$ cat src/rtl/stage2_arbiter.sv
// stage2_arbiter: shares one stage2 magnitude/arctangent unit between
// requesters A and B. It grants round-robin, sends a one-cycle start pulse,
// returns the tagged result, and resets stage2 if the result never arrives.
module stage2_arbiter #(
    parameter int TIMEOUT    = 64,  // cycles to wait for s2ValidOut, >= 2
    parameter int RST_CYCLES = 2,   // cycles s2Reset is held high, >= 1
    parameter int TW         = 7    // timer width, 2^TW > max(TIMEOUT, RST_CYCLES)
) (
    input  logic        clock,
    input  logic        reset,

    input  logic        reqA,
    input  logic [13:0] MA,
    input  logic [14:0] NA,
    output logic        ackA,

    input  logic        reqB,
    input  logic [13:0] MB,
    input  logic [14:0] NB,
    output logic        ackB,

    output logic [13:0] s2M,
    output logic [14:0] s2N,
    output logic        s2ValidIn,
    output logic        s2Reset,
    input  logic [15:0] s2MagMN,
    input  logic [12:0] s2Atan,
    input  logic        s2ValidOut,

    output logic [15:0] magOut,
    output logic [12:0] atanOut,
    output logic        tagOut,
    output logic        resValid,
    output logic        timeoutErr,
    output logic        busy
);

    typedef enum logic [1:0] {
        IDLE,
        ISSUE,
        WAIT,
        RECOVER
    } state_t;

    state_t          state;
    logic [TW-1:0]   timer;
    logic            pref_b;   // 1: B wins the next tie
    logic            tag;      // requester of the in-flight transaction
    logic            grant_b;

    // Winner if a grant happens this cycle: a lone requester wins, a tie goes to pref_b.
    assign grant_b = reqB & (~reqA | pref_b);

    // Sequencer: grant, issue, wait for result or timeout, recover stage2.
    // NOTE: every register here, including the operand and result holding
    // registers, is cleared by reset and updated with <= so all of them see
    // the same pre-edge values.
    always_ff @(posedge clock or posedge reset) begin
        if (reset) begin
            state      <= IDLE;
            timer      <= '0;
            pref_b     <= 1'b0;
            tag        <= 1'b0;
            s2M        <= '0;
            s2N        <= '0;
            s2ValidIn  <= 1'b0;
            s2Reset    <= 1'b0;
            ackA       <= 1'b0;
            ackB       <= 1'b0;
            magOut     <= '0;
            atanOut    <= '0;
            tagOut     <= 1'b0;
            resValid   <= 1'b0;
            timeoutErr <= 1'b0;
            busy       <= 1'b0;
        end else begin
            // Pulse outputs default low; the state that needs them raises them.
            ackA       <= 1'b0;
            ackB       <= 1'b0;
            s2ValidIn  <= 1'b0;
            resValid   <= 1'b0;
            timeoutErr <= 1'b0;

            case (state)
                IDLE: begin
                    if (reqA || reqB) begin
                        s2M       <= grant_b ? MB : MA;
                        s2N       <= grant_b ? NB : NA;
                        tag       <= grant_b;
                        pref_b    <= ~grant_b;
                        ackA      <= ~grant_b;
                        ackB      <= grant_b;
                        s2ValidIn <= 1'b1;
                        busy      <= 1'b1;
                        state     <= ISSUE;
                    end
                end

                ISSUE: begin
                    timer <= TW'(TIMEOUT);
                    state <= WAIT;
                end

                WAIT: begin
                    if (s2ValidOut) begin
                        magOut   <= s2MagMN;
                        atanOut  <= s2Atan;
                        tagOut   <= tag;
                        resValid <= 1'b1;
                        busy     <= 1'b0;
                        state    <= IDLE;
                    end else if (timer == TW'(1)) begin
                        // Last wait cycle without a result: drop the request.
                        timeoutErr <= 1'b1;
                        tagOut     <= tag;
                        s2Reset    <= 1'b1;
                        timer      <= TW'(RST_CYCLES);
                        state      <= RECOVER;
                    end else begin
                        timer <= timer - TW'(1);
                    end
                end

                RECOVER: begin
                    if (timer == TW'(1)) begin
                        s2Reset <= 1'b0;
                        busy    <= 1'b0;
                        state   <= IDLE;
                    end else begin
                        timer <= timer - TW'(1);
                    end
                end

                default: begin
                    state <= IDLE;
                end
            endcase
        end
    end

endmodule

$ cat config.mk
export PLATFORM = sky130hd
export DESIGN_NAME = stage2_arbiter
export DESIGN_NICKNAME = d
export VERILOG_FILES = /design/src/rtl/stage2_arbiter.sv
export SDC_FILE = /design/constraint.sdc
export NUM_CORES = 1
export LEC_CHECK = 0
export ABC_CLOCK_PERIOD_IN_PS = 3900
export CAP_MARGIN = 20
export CORE_ASPECT_RATIO = 2
export CORE_MARGIN = 2
export CORE_UTILIZATION = 30
export DETAILED_ROUTE_END_ITERATION = 6
export GPL_TIMING_DRIVEN = 0
export PLACE_DENSITY = 0.69
export SKIP_CTS_REPAIR_TIMING = 1
export SYNTH_ARGS = -nofsm -noshare
export SYNTH_HDL_FRONTEND = slang
export SYNTH_SLANG_ARGS = --single-unit
$ cat constraint.sdc
create_clock -name clock -period 3.9 [get_ports clock]
set_clock_uncertainty 0.15 [all_clocks]
set_input_delay 0.78 -clock clock [delete_from_list [all_inputs] [get_ports clock]]
set_output_delay 0.78 -clock clock [all_outputs]
set_load 0.02 [all_outputs]
; ---- After elaboration in Yosys (flattened, before gate mapping)
; Index checks and enable logic that the tools add are counted.
[classes]
addsub = 1
n_eq_ne = 11
mux = 31
n_bitwise = 4
n_reduce_logical = 13
[op_table]
columns = op, count
row1 = 2-to-1 mux 7 bit, 3
row2 = one-hot mux 7 bit (3 select lines), 1
row3 = 2-to-1 mux 1 bit, 18
row4 = 2-to-1 mux 15 bit, 1
row5 = 2-to-1 mux 14 bit, 1
row6 = != test 2 bit (second input constant), 6
row7 = 2-to-1 mux 2 bit, 4
row8 = one-hot mux 2 bit (4 select lines), 1
row9 = AND reduction 4 bit, 2
row10 = == test 7 x 1 -> 1 bit (second input constant), 1
row11 = subtractor 7 x 1 -> 7 bit (second input constant), 1
row12 = AND reduction 2 bit, 3
row13 = AND reduction 3 bit, 2
row14 = nonzero test 3 bit, 2
row15 = == test 2 bit (second input constant), 2
row16 = nonzero test 2 bit, 2
row17 = != test 3 bit (second input constant), 1
row18 = one-hot mux 1 bit (3 select lines), 1
row19 = == test 2 x 1 -> 1 bit (second input constant), 1
row20 = zero test 2 bit, 1
row21 = NOT 1 bit, 2
row22 = one-hot mux 1 bit (2 select lines), 1
row23 = bitwise AND 1 bit, 1
row24 = logical OR 1 bit, 1
row25 = OR 1 bit, 1
[word_totals]
regBits = 77
input_bits = 92
out_inout_bits = 66

; ---- Longest topological paths before layout
; Gate-level depths: netlist of run 1.
[depth]
word_depth = 6
mapped_depth = 6

; ---- Worst setup path after synthesis of run 1
; No wires, ideal clock.
[synth_timing]
path_type = input to register
start = input port reqB
end = register s2N[1]
setup_time_ns = 0.130
arrival_time_ns = 1.706
setup_slack_ns = 1.914
cell_stages = 6
path_cell_list = buf_2 -> or2_2 -> buf_2 -> buf_2 -> a21oi_1 -> a31oi_1
[synth_via]
elab_chain_cells = 2
word_cells_on_any_way = 4
[synth_lines]
columns = element, line
row1 = start: declaration, 17  ; input logic reqB,
row2 = bitwise AND 1 bit or logical OR 1 bit (tied branches), "52, 86"
row3 = 2-to-1 mux 15 bit or AND reduction 2 bit (tied branches), -
row4 = end signal: assignment, 88  ; s2N <= grant_b ? NB : NA;
row5 = end: declaration, 23  ; output logic [14:0] s2N,
; Parallel ways exist; a longest one is shown, timed or not.
; A chain may end at the register's enable or synchronous reset.

; ---- Worst setup path in the final report of run 1
[layout_timing]
start = input port reqA
end = register s2M[8]
[layout_via]
elab_chain_cells = 4
word_cells_on_any_way = 6
[layout_lines]
columns = element, line
row1 = start: declaration, 12  ; input logic reqA,
row2 = NOT 1 bit, 52  ; assign grant_b = reqB & (~reqA | pref_b);
row3 = OR 1 bit, 52
row4 = bitwise AND 1 bit, 52
row5 = 2-to-1 mux 14 bit, 87  ; s2M <= grant_b ? MB : MA;
row6 = end signal: assignment, 87
row7 = end: declaration, 22  ; output logic [13:0] s2M,
; Parallel ways exist; a longest one is shown, timed or not.

==> flow_metrics.env, run 1 <==
export IMPL_power_density_nw_per_um2=815.4
export IMPL_clockRootBuffer="clkbuf_16"
export IMPL_grt_overflow=0
export IMPL_final_cell_mix="clkdlybuf4s50_1 (156), dfrtp_1 (77), a21oi_1 (33), a31oi_1 (33)"
export IMPL_rows=55
export IMPL_initial_utilization_pct=30.87
export IMPL_die_y_um=156.9
export IMPL_period_needed_ns=2.334
export IMPL_total_power_mw=4.532
export IMPL_clock_sink_count=77
export IMPL_postRouteAntennaNets=0
export IMPL_p_sw_mw=1.784
export IMPL_critPathLaunchType="input port"
export IMPL_vias_per_cell=5.139
export IMPL_dr_pass1_iters=4
export IMPL_synth_cell_types=44
export IMPL_avgSynthCellArea_um2=10.72
export IMPL_synth_area_leader_cell="dfrtp_1"
export IMPL_drtIter0Drc=174
export IMPL_cts_buffers=9
export IMPL_grt_usage_pct=17.91
export IMPL_hp_class="flop to flop"
export IMPL_synth_flop_cell="dfrtp_1"
export IMPL_finalWirelength_um=11120
export IMPL_grt_max_degree=47
export IMPL_grt_pass1_vias=3420
export IMPL_syn_inst=327
export IMPL_seqPwrFrac_pct=31.6
export IMPL_critPathArrivalTime_ns=2.44
export IMPL_r2r_cells=6
export IMPL_route_detailed_drc=0
export IMPL_finalHoldViolCount=0
export IMPL_ctsHtreeMaxLevel=3
export IMPL_wl_per_cell_um=17.33
export IMPL_grt_pass1_wl_um=17170
export IMPL_synth_area_um2=3505
export IMPL_outcome="finished, final reports clean"
export IMPL_post_route_period_util_pct=59.84
export IMPL_hold_path_cell_count=1
export IMPL_fin_ws_ns=1.566
export IMPL_slew_headroom_pct=64.21
export IMPL_diodes=0
export IMPL_nNetsFinal=589
export IMPL_die_w_um=80.43
export IMPL_drive_gt1_share_pct=13.40
export IMPL_tns_ns=0
export IMPL_leakage_nw=2.232
export IMPL_area_growth_pct=58.59
export IMPL_synthArstFlopShare_pct=100.0
export IMPL_holdWs_ns=0.3379
export IMPL_crit_required_ns=4.01
export IMPL_clk_pin_slew_ns=0.07
export IMPL_crit_chain="clkdlybuf4s50_1 > nor2b_1 > clkbuf_2 > clkbuf_1 > o21ai_0 > a31oi_1"
export IMPL_top_usage_layer="met2"
export IMPL_slowest_stage="clkdlybuf4s50_1"
export IMPL_end_kind="flop"
export IMPL_multiInputGateArea_um2=1388
export IMPL_finalSetupViolCount=0
export IMPL_path_max_fanout=10
export IMPL_place_gp_congestion=0.8149
export IMPL_synth_fp_nets=421
export IMPL_sw_frac_of_total_pct=39.36
export IMPL_dp_hpwl_um=8512
export IMPL_irDropWorstVdd_uv=361.3
export IMPL_seq_area_frac_synth_pct=54.98
export IMPL_slowest_delay_ns=0.51
export IMPL_synth_edf_count=0
export IMPL_cts_tree="built"
export IMPL_place_ws_ns=1.222
export IMPL_cts_buffer_depth=2
export IMPL_internal_power_mw=2.748
export IMPL_regArea_um2=1927
export IMPL_grt_util_met3_pct=4.614
export IMPL_gr_usage_met2_pct=32.78
export IMPL_grt_use_met1_pct=17.83
export IMPL_clkPwrFrac_pct=17.6
export IMPL_rsz0062_at_grt="false"
export IMPL_io_buffer_count=156
export IMPL_vias=3299
export IMPL_die_area_um2=12610
export IMPL_io_pins=158
export IMPL_slew_violations=0
export IMPL_synth_top_cell_area_share_pct=54.98
export IMPL_clk_latency_ns=0.34
export IMPL_p_comb_share_pct=50.8
export IMPL_antenna_found_initial=0
export IMPL_yosys_warnings=0
export IMPL_cap_violations=0
export IMPL_clock_fmax_mhz=428.5
export IMPL_worst_slew_pin_slew_ns=0.5369
export IMPL_synthTopCellsByArea="dfrtp_1 (55%), mux2_2 (9.0%), a31oi_1 (5.9%)"
export IMPL_final_fill_count=1104
export IMPL_final_common_cell="clkdlybuf4s50_1"
export IMPL_ys_seq_elements=77
export IMPL_critPathKind="input port to flop"
export IMPL_coreArea_um2=11350
[per-layer routing]
metal	up-vias	part of all wire, %	wire length [µm]
li1	1545	-	-
met2	141	55	6147
met3	35	5.9	656
met4	0	4.3	481
met5	-	0	0
met1	1578	34	3837
[sequential cells by signal, summed over array words and instances (netlist names)]
signal / count
s2ValidIn: 1
state: 2
ackB: 1
atanOut: 13
ackA: 1
s2N: 15
s2M: 14
timer: 7
tag: 1
pref_b: 1
s2Reset: 1
magOut: 16
timeoutErr: 1
tagOut: 1
resValid: 1
busy: 1
[cell type report]
cell class | instances | share of cell area (%)
plain buffers | 32 | 2.747
clock buffers | 9 | 4.052
clock inverters | 7 | 1.058
inverters | 10 | 0.7204
multi-input cells | 208 | 24.97
flip-flops and latches | 77 | 34.67
well taps | 142 | 3.197
repair buffers | 157 | 28.59
[path summary, 6_finish.rpt]
path | start | endpoint | slack (ns)
min in group asynchronous | reset | atanOut[11] | 0.65
min | tag | tag | 0.34
max in group asynchronous | reset | s2N[7] | 2.37
max reg2reg | timer[1] | timer[0] | 1.96
min reg2reg | tag | tag | 0.34
max | reqA | s2M[8] | 1.57
[Yosys cell counts, types with 5 or more instances]
library cell / n
mux2_2: 28
clkbuf_1: 17
a31oi_1: 33
buf_2: 8
nand2_1: 5
nor2_1: 7
nand3_1: 29
a21oi_1: 33
nor2b_1: 5
inv_1: 9
o21ai_0: 29
dfrtp_1: 77
[metrics by stage]
stage	util [%]	cells	cell area, µm²
CTS	48.95	642	5558
global placement	46.18	625	5244
global route	48.95	642	5558
floorplan	-	327	3505
finish	48.95	642	5558
detailed placement	46.45	626	5274
[critical path: cells and delay by family]
family	cells	cell delay, ns
AO/OA/AOI/OAI	2	0.37
buffers and inverters	3	1.13
AND/OR/NAND/NOR	1	0.17
[power by group through the flow]
| stage | logic, mW | registers [mW] | clock network (mW) |
|---|---|---|---|
| 2_1_floorplan | 0.871 | 1.82 | 0 |
| 3_3_place_gp | 2.27 | 1.42 | 0 |
| 3_5_place_dp | 2.31 | 1.45 | 0 |
| 4_1_cts | 2.32 | 1.44 | 0.817 |
| 5_1_grt | 2.47 | 1.48 | 0.853 |
| 6_report | 2.30 | 1.43 | 0.799 |
[kinds of logic (layout without fill, tap and decap cells)]
family | Yosys count | in the layout | share of synthesized area [%]
AOI/OAI and AO/OA | 113 | 113 | 19.32
DFF | 77 | 77 | 54.98
and+or+nand+nor | 63 | 63 | 9.818
buffers and inverters | 42 | 215 | 5.426
muxes | 30 | 30 | 9.746
adders and majority gates | 2 | 2 | 0.7139
Note: power is estimated with default switching activity, not from simulation.
==> inputs of run 2 (changes only) <==
Settings changed: ABC_CLOCK_PERIOD_IN_PS 3900 to 1900, PLACE_DENSITY 0.69 to 0.71.
Clock period 3.9 ns to 1.9 ns, I/O delays scaled along.
==> run 2 against run 1 <==
Against the previous run:
- total power increased by 110%
- highest routed layer unchanged
- worst setup slack got worse by 1.5 ns
- critical path depth shrank 5
- routed wire length increased by 2.3%
- clock-buffer cell count increased by 1
- global-route usage up 0.19 points
- largest cell class unchanged
- die area unchanged
- final area up 1.6%
- clock power grew 140%
==> flow_metrics.env, run 2 (synthesis gave the netlist of run 1 again) <==
export IMPL_path_max_fanout=2
export IMPL_crit_buf_inv=1
export IMPL_grt_usage_pct=18.10
export IMPL_worst_slew_pin_slew_ns=0.5988
export IMPL_die_w_um=80.43
export IMPL_rows=55
export IMPL_clkPwrFrac_pct=19.7
export IMPL_postRouteAntennaNets=0
export IMPL_critPathLaunchType="flop"
export IMPL_crit_required_ns=1.37
export IMPL_cts_buffers=9
export IMPL_reg_largest_list="magOut (16), s2N (15), s2M (14)"
export IMPL_clk_latency_ns=0.34
export IMPL_finalWirelength_um=11380
export IMPL_hp_class="input port to flop"
export IMPL_seqPwrFrac_pct=30.6
export IMPL_clock_fmax_mhz=536.0
export IMPL_grt_pass1_vias=3464
export IMPL_grt_overflow=0
export IMPL_internal_power_mw=5.958
export IMPL_cap_violations=0
export IMPL_vias=3315
export IMPL_period_needed_ns=1.866
export IMPL_route_detailed_drc=0
export IMPL_nNetsFinal=590
export IMPL_place_gp_congestion=0.8136
export IMPL_power_density_nw_per_um2=1705
export IMPL_critPathKind="flop to output port"
export IMPL_clock_sink_count=77
export IMPL_tns_ns=0
export IMPL_cts_tree="built"
export IMPL_instances_no_fill=643
export IMPL_p_sw_mw=3.676
export IMPL_drive_gt1_share_pct=14.37
export IMPL_sw_frac_of_total_pct=38.16
export IMPL_cts_buffer_depth=2
export IMPL_finalSetupViolCount=0
export IMPL_critPathArrivalTime_ns=1.34
export IMPL_post_route_period_util_pct=98.20
export IMPL_post_place_cells=627
export IMPL_slowest_delay_ns=0.65
export IMPL_antenna_found_initial=0
export IMPL_leakage_nw=2.288
export IMPL_area_growth_pct=61.19
export IMPL_final_cell_mix="clkdlybuf4s50_1 (154), dfrtp_1 (77), a21oi_1 (33), a31oi_1 (33)"
export IMPL_outcome="finished, final reports clean"
export IMPL_crit_chain="clkdlybuf4s50_1"
export IMPL_cpLargestDelayFamily="buffers and inverters"
export IMPL_regMostFlops="magOut"
export IMPL_dp_hpwl_um=8939
export IMPL_coreArea_um2=11350
export IMPL_grt_pass1_wl_um=17250
export IMPL_vias_per_cell=5.156
export IMPL_ctsHtreeMaxLevel=3
export IMPL_final_common_cell="clkdlybuf4s50_1"
export IMPL_drtIter0Drc=123
export IMPL_initial_utilization_pct=30.87
export IMPL_die_y_um=156.9
export IMPL_clk_pin_slew_ns=0.06
export IMPL_final_fill_count=1058
export IMPL_rsz0062_at_grt="true"
export IMPL_slew_headroom_pct=60.00
export IMPL_wl_per_cell_um=17.70
export IMPL_die_area_um2=12610
export IMPL_irDropWorstVdd_uv=746.6
export IMPL_end_kind="output port"
export IMPL_largest_reg_flops=16
export IMPL_io_pins=158
export IMPL_finalHoldViolCount=0
export IMPL_slowest_stage="clkdlybuf4s50_1"
export IMPL_io_buffer_count=156
export IMPL_clockRootBuffer="clkbuf_16"
export IMPL_slew_violations=0
export IMPL_grt_max_degree=34
export IMPL_diodes=0
export IMPL_p_comb_share_pct=49.7
export IMPL_dr_pass1_iters=4
==> run 2: cell type report <==
type                    count  area [µm²]  area share [%]
inverters                  10       41.29          0.7309
clock buffers              10       239.0           4.230
repair buffers            159        1622           28.70
well taps                 142       177.7           3.145
multi-input cells         208        1398           24.74
plain buffers              31       150.1           2.658
flip-flops and latches     77        1927           34.11
clock inverters             6       95.09           1.683
==> run 2: final timing paths <==
kind	depth (start not counted)	end	start	slack, ns
setup / recovery	1	s2M[1]	s2M[1]	0.03
min in group asynchronous	2	tagOut	reset	0.33
hold / removal	3	s2M[4]	reqB	0.23
setup reg to reg	5	timer[0]	timer[0]	0.04
max in group asynchronous	3	s2M[7]	reset	0.73
hold reg to reg	1	tag	tag	0.33
==> run 2: worst min-delay path, stage by stage <==
cell,delay [ns]
buf_2,0.14
nand3_1,0.07
a31oi_1,0.08
==> run 2: power groups by stage <==
stage	combinational (mW)	clock, mW	sequential, mW
global route	5.12	2.00	3.03
CTS	4.79	1.95	2.94
detailed placement	4.79	0	2.96
global placement	4.65	0	2.93
floorplan	1.79	0	3.74
finish	4.79	1.90	2.95
==> run 2: routing by layer <==
metal / vias to the layer above / GRT usage (%) / wire length (µm)
met5: - / 0 / 0
met4: 0 / 8.959 / 272
met3: 20 / 4.960 / 623
met2: 137 / 34.76 / 6591
met1: 1610 / 16.72 / 3893
li1: 1548 / - / -
==> run 2: through the flow <==
step	utilization, %	worst slack [ns]	power (mW)	hold slack, ns	instance area (µm²)
final	49.75	0.03418	9.635	0.2331	5649
after global routing	49.75	-0.02764	10.16	0.2679	5649
after CTS	49.58	-0.003981	9.681	0.2184	5629
after detailed placement	46.63	-0.3467	7.753	0.3232	5295
after global placement	46.21	-0.3764	7.580	0.3183	5248
after floorplan	-	0.1772	5.525	0.2994	3508
==> inputs of run 3 (changes only) <==
Settings changed: ABC_CLOCK_PERIOD_IN_PS 1900 to 2320, PLACE_DENSITY 0.71 to 0.69.
Clock period 1.9 ns to 2.32 ns, I/O delays scaled along.
==> run 3 against run 2 <==
Against the previous run:
- highest routed layer unchanged
- sequential power decreased by 18%
- hold slack improved by 0.084 ns
- final cell count unchanged
- first-iteration DRC count increased by 64%
- global-route usage decreased by 0.80 points
==> flow_metrics.env, run 3 (synthesis gave the netlist of run 1 again) <==
export IMPL_internal_power_mw=4.863
export IMPL_route_met3_wl_um=727
export IMPL_critPathArrivalTime_ns=2.09
export IMPL_io_pins=158
export IMPL_crit_required_ns=2.43
export IMPL_slowest_stage="clkdlybuf4s50_1"
export IMPL_regMostFlops="magOut"
export IMPL_outcome="finished, final reports clean"
export IMPL_area_growth_pct=60.41
export IMPL_regArea_um2=1927
export IMPL_ctsHtreeMaxLevel=3
export IMPL_rows=55
export IMPL_postRouteAntennaNets=0
export IMPL_cap_violations=0
export IMPL_die_w_um=80.43
export IMPL_period_needed_ns=1.981
export IMPL_dr_pass1_iters=4
export IMPL_worst_slew_pin_slew_ns=0.5219
export IMPL_clkPwrFrac_pct=19.8
export IMPL_finalHoldViolCount=0
export IMPL_finalInstanceArea_um2=5622
export IMPL_holdWs_ns=0.3171
export IMPL_final_common_cell="clkdlybuf4s50_1"
export IMPL_leakage_nw=2.259
export IMPL_clk_pin_slew_ns=0.06
export IMPL_drive_gt1_share_pct=13.57
export IMPL_rsz0062_at_grt="false"
export IMPL_grt_usage_pct=17.29
export IMPL_drt_met1_wl_um=3799
export IMPL_vias_per_cell=5.098
export IMPL_wl_met2_um=6048
export IMPL_sw_frac_of_total_pct=37.99
export IMPL_diodes=0
export IMPL_power_density_nw_per_um2=1395
export IMPL_grt_pass1_vias=3330
export IMPL_die_area_um2=12610
export IMPL_p_sw_mw=2.979
export IMPL_dp_hpwl_um=8427
export IMPL_antenna_found_initial=0
export IMPL_grt_pass1_wl_um=16630
export IMPL_clockRootBuffer="clkbuf_16"
export IMPL_grt_max_degree=31
export IMPL_vias=3278
export IMPL_initial_utilization_pct=30.87
export IMPL_path_max_fanout=10
export IMPL_route_detailed_drc=0
export IMPL_largest_reg_flops=16
export IMPL_clock_sink_count=77
export IMPL_final_fill_count=1038
export IMPL_finalSetupViolCount=0
export IMPL_seqPwrFrac_pct=30.7
export IMPL_cts_tree="built"
export IMPL_final_cell_mix="clkdlybuf4s50_1 (156), dfrtp_1 (77), a21oi_1 (33), a31oi_1 (33)"
export IMPL_postPlaceCellArea_um2=5288
export IMPL_wl_per_cell_um=16.93
export IMPL_slowest_delay_ns=0.51
export IMPL_crit_chain="clkdlybuf4s50_1 > nor2b_1 > clkbuf_2 > clkbuf_1 > o21ai_0 > a31oi_1"
export IMPL_slew_headroom_pct=65.13
export IMPL_post_route_period_util_pct=85.39
export IMPL_die_y_um=156.9
export IMPL_clock_fmax_mhz=504.8
export IMPL_nNetsFinal=590
export IMPL_post_place_cells=627
export IMPL_grt_overflow=0
export IMPL_slew_violations=0
export IMPL_multiInputGateArea_um2=1388
export IMPL_critPathLaunchType="input port"
export IMPL_hp_class="input port to flop"
export IMPL_coreArea_um2=11350
export IMPL_place_gp_congestion=0.8380
export IMPL_cpLargestDelayFamily="buffers and inverters"
export IMPL_reg_largest_list="magOut (16), s2N (15), s2M (14)"
export IMPL_io_buffer_count=156
export IMPL_top_layer="met4"
export IMPL_crit_buf_inv=3
export IMPL_drtIter0Drc=202
export IMPL_finalWirelength_um=10880
export IMPL_cts_buffers=9
export IMPL_critPathKind="input port to flop"
export IMPL_end_kind="flop"
export IMPL_clk_latency_ns=0.33
export IMPL_p_comb_share_pct=49.5
export IMPL_irDropWorstVdd_uv=716.4
export IMPL_instances_no_fill=643
export IMPL_cts_buffer_depth=2
## run 3: path summary, 6_finish.rpt
kind / cells past startpoint / slack (ns) / to / startpoint
worst max-delay path: 6 / 0.34 / s2M[9] / reqA
worst min-delay path: 3 / 0.32 / s2M[4] / reqB
worst max register to register: 6 / 0.35 / timer[0] / timer[1]
worst min register to register: 1 / 0.34 / tag / tag
max in group asynchronous: 3 / 1.15 / magOut[6] / reset
min in group asynchronous: 2 / 0.37 / atanOut[2] / reset
## run 3: routing by layer
layer,track usage [%],up-vias
met2,31.98,152
met5,0,-
li1,-,1547
met3,3.749,22
met4,8.394,0
met1,17.84,1557
## run 3: tightest hold or removal path: stages
cell,delay (ns)
buf_2,0.14
nand3_1,0.08
a31oi_1,0.08
## run 3: metrics by stage
stage | TNS, ns | power (mW) | setup slack, ns | utilization [%]
final | 0 | 7.841 | 0.3389 | 49.51
after global routing | 0 | 8.285 | 0.1602 | 49.51
after CTS | 0 | 7.906 | 0.3404 | 49.51
after detailed placement | -0.02163 | 6.318 | -0.01094 | 46.57
after global placement | -3.426 | 6.194 | -0.04785 | 46.21
after floorplan | 0 | 4.524 | 0.5972 | -
## run 3: cell type report
type	instances	area share [%]
Multi-Input combinational cell	208	24.68
Timing Repair Buffer	158	28.49
Inverter	10	0.7345
Clock buffer	10	4.251
Buffer	32	2.715
Sequential cell	77	34.28
Clock inverter	6	1.692
Tap cell	142	3.160
## run 3: power groups by stage
stage	combinational (mW)	sequential (mW)	clock (mW)
floorplan	1.46	3.06	0
global placement	3.81	2.39	0
detailed placement	3.90	2.42	0
CTS	3.91	2.41	1.59
global route	4.16	2.48	1.65
finish	3.88	2.41	1.55
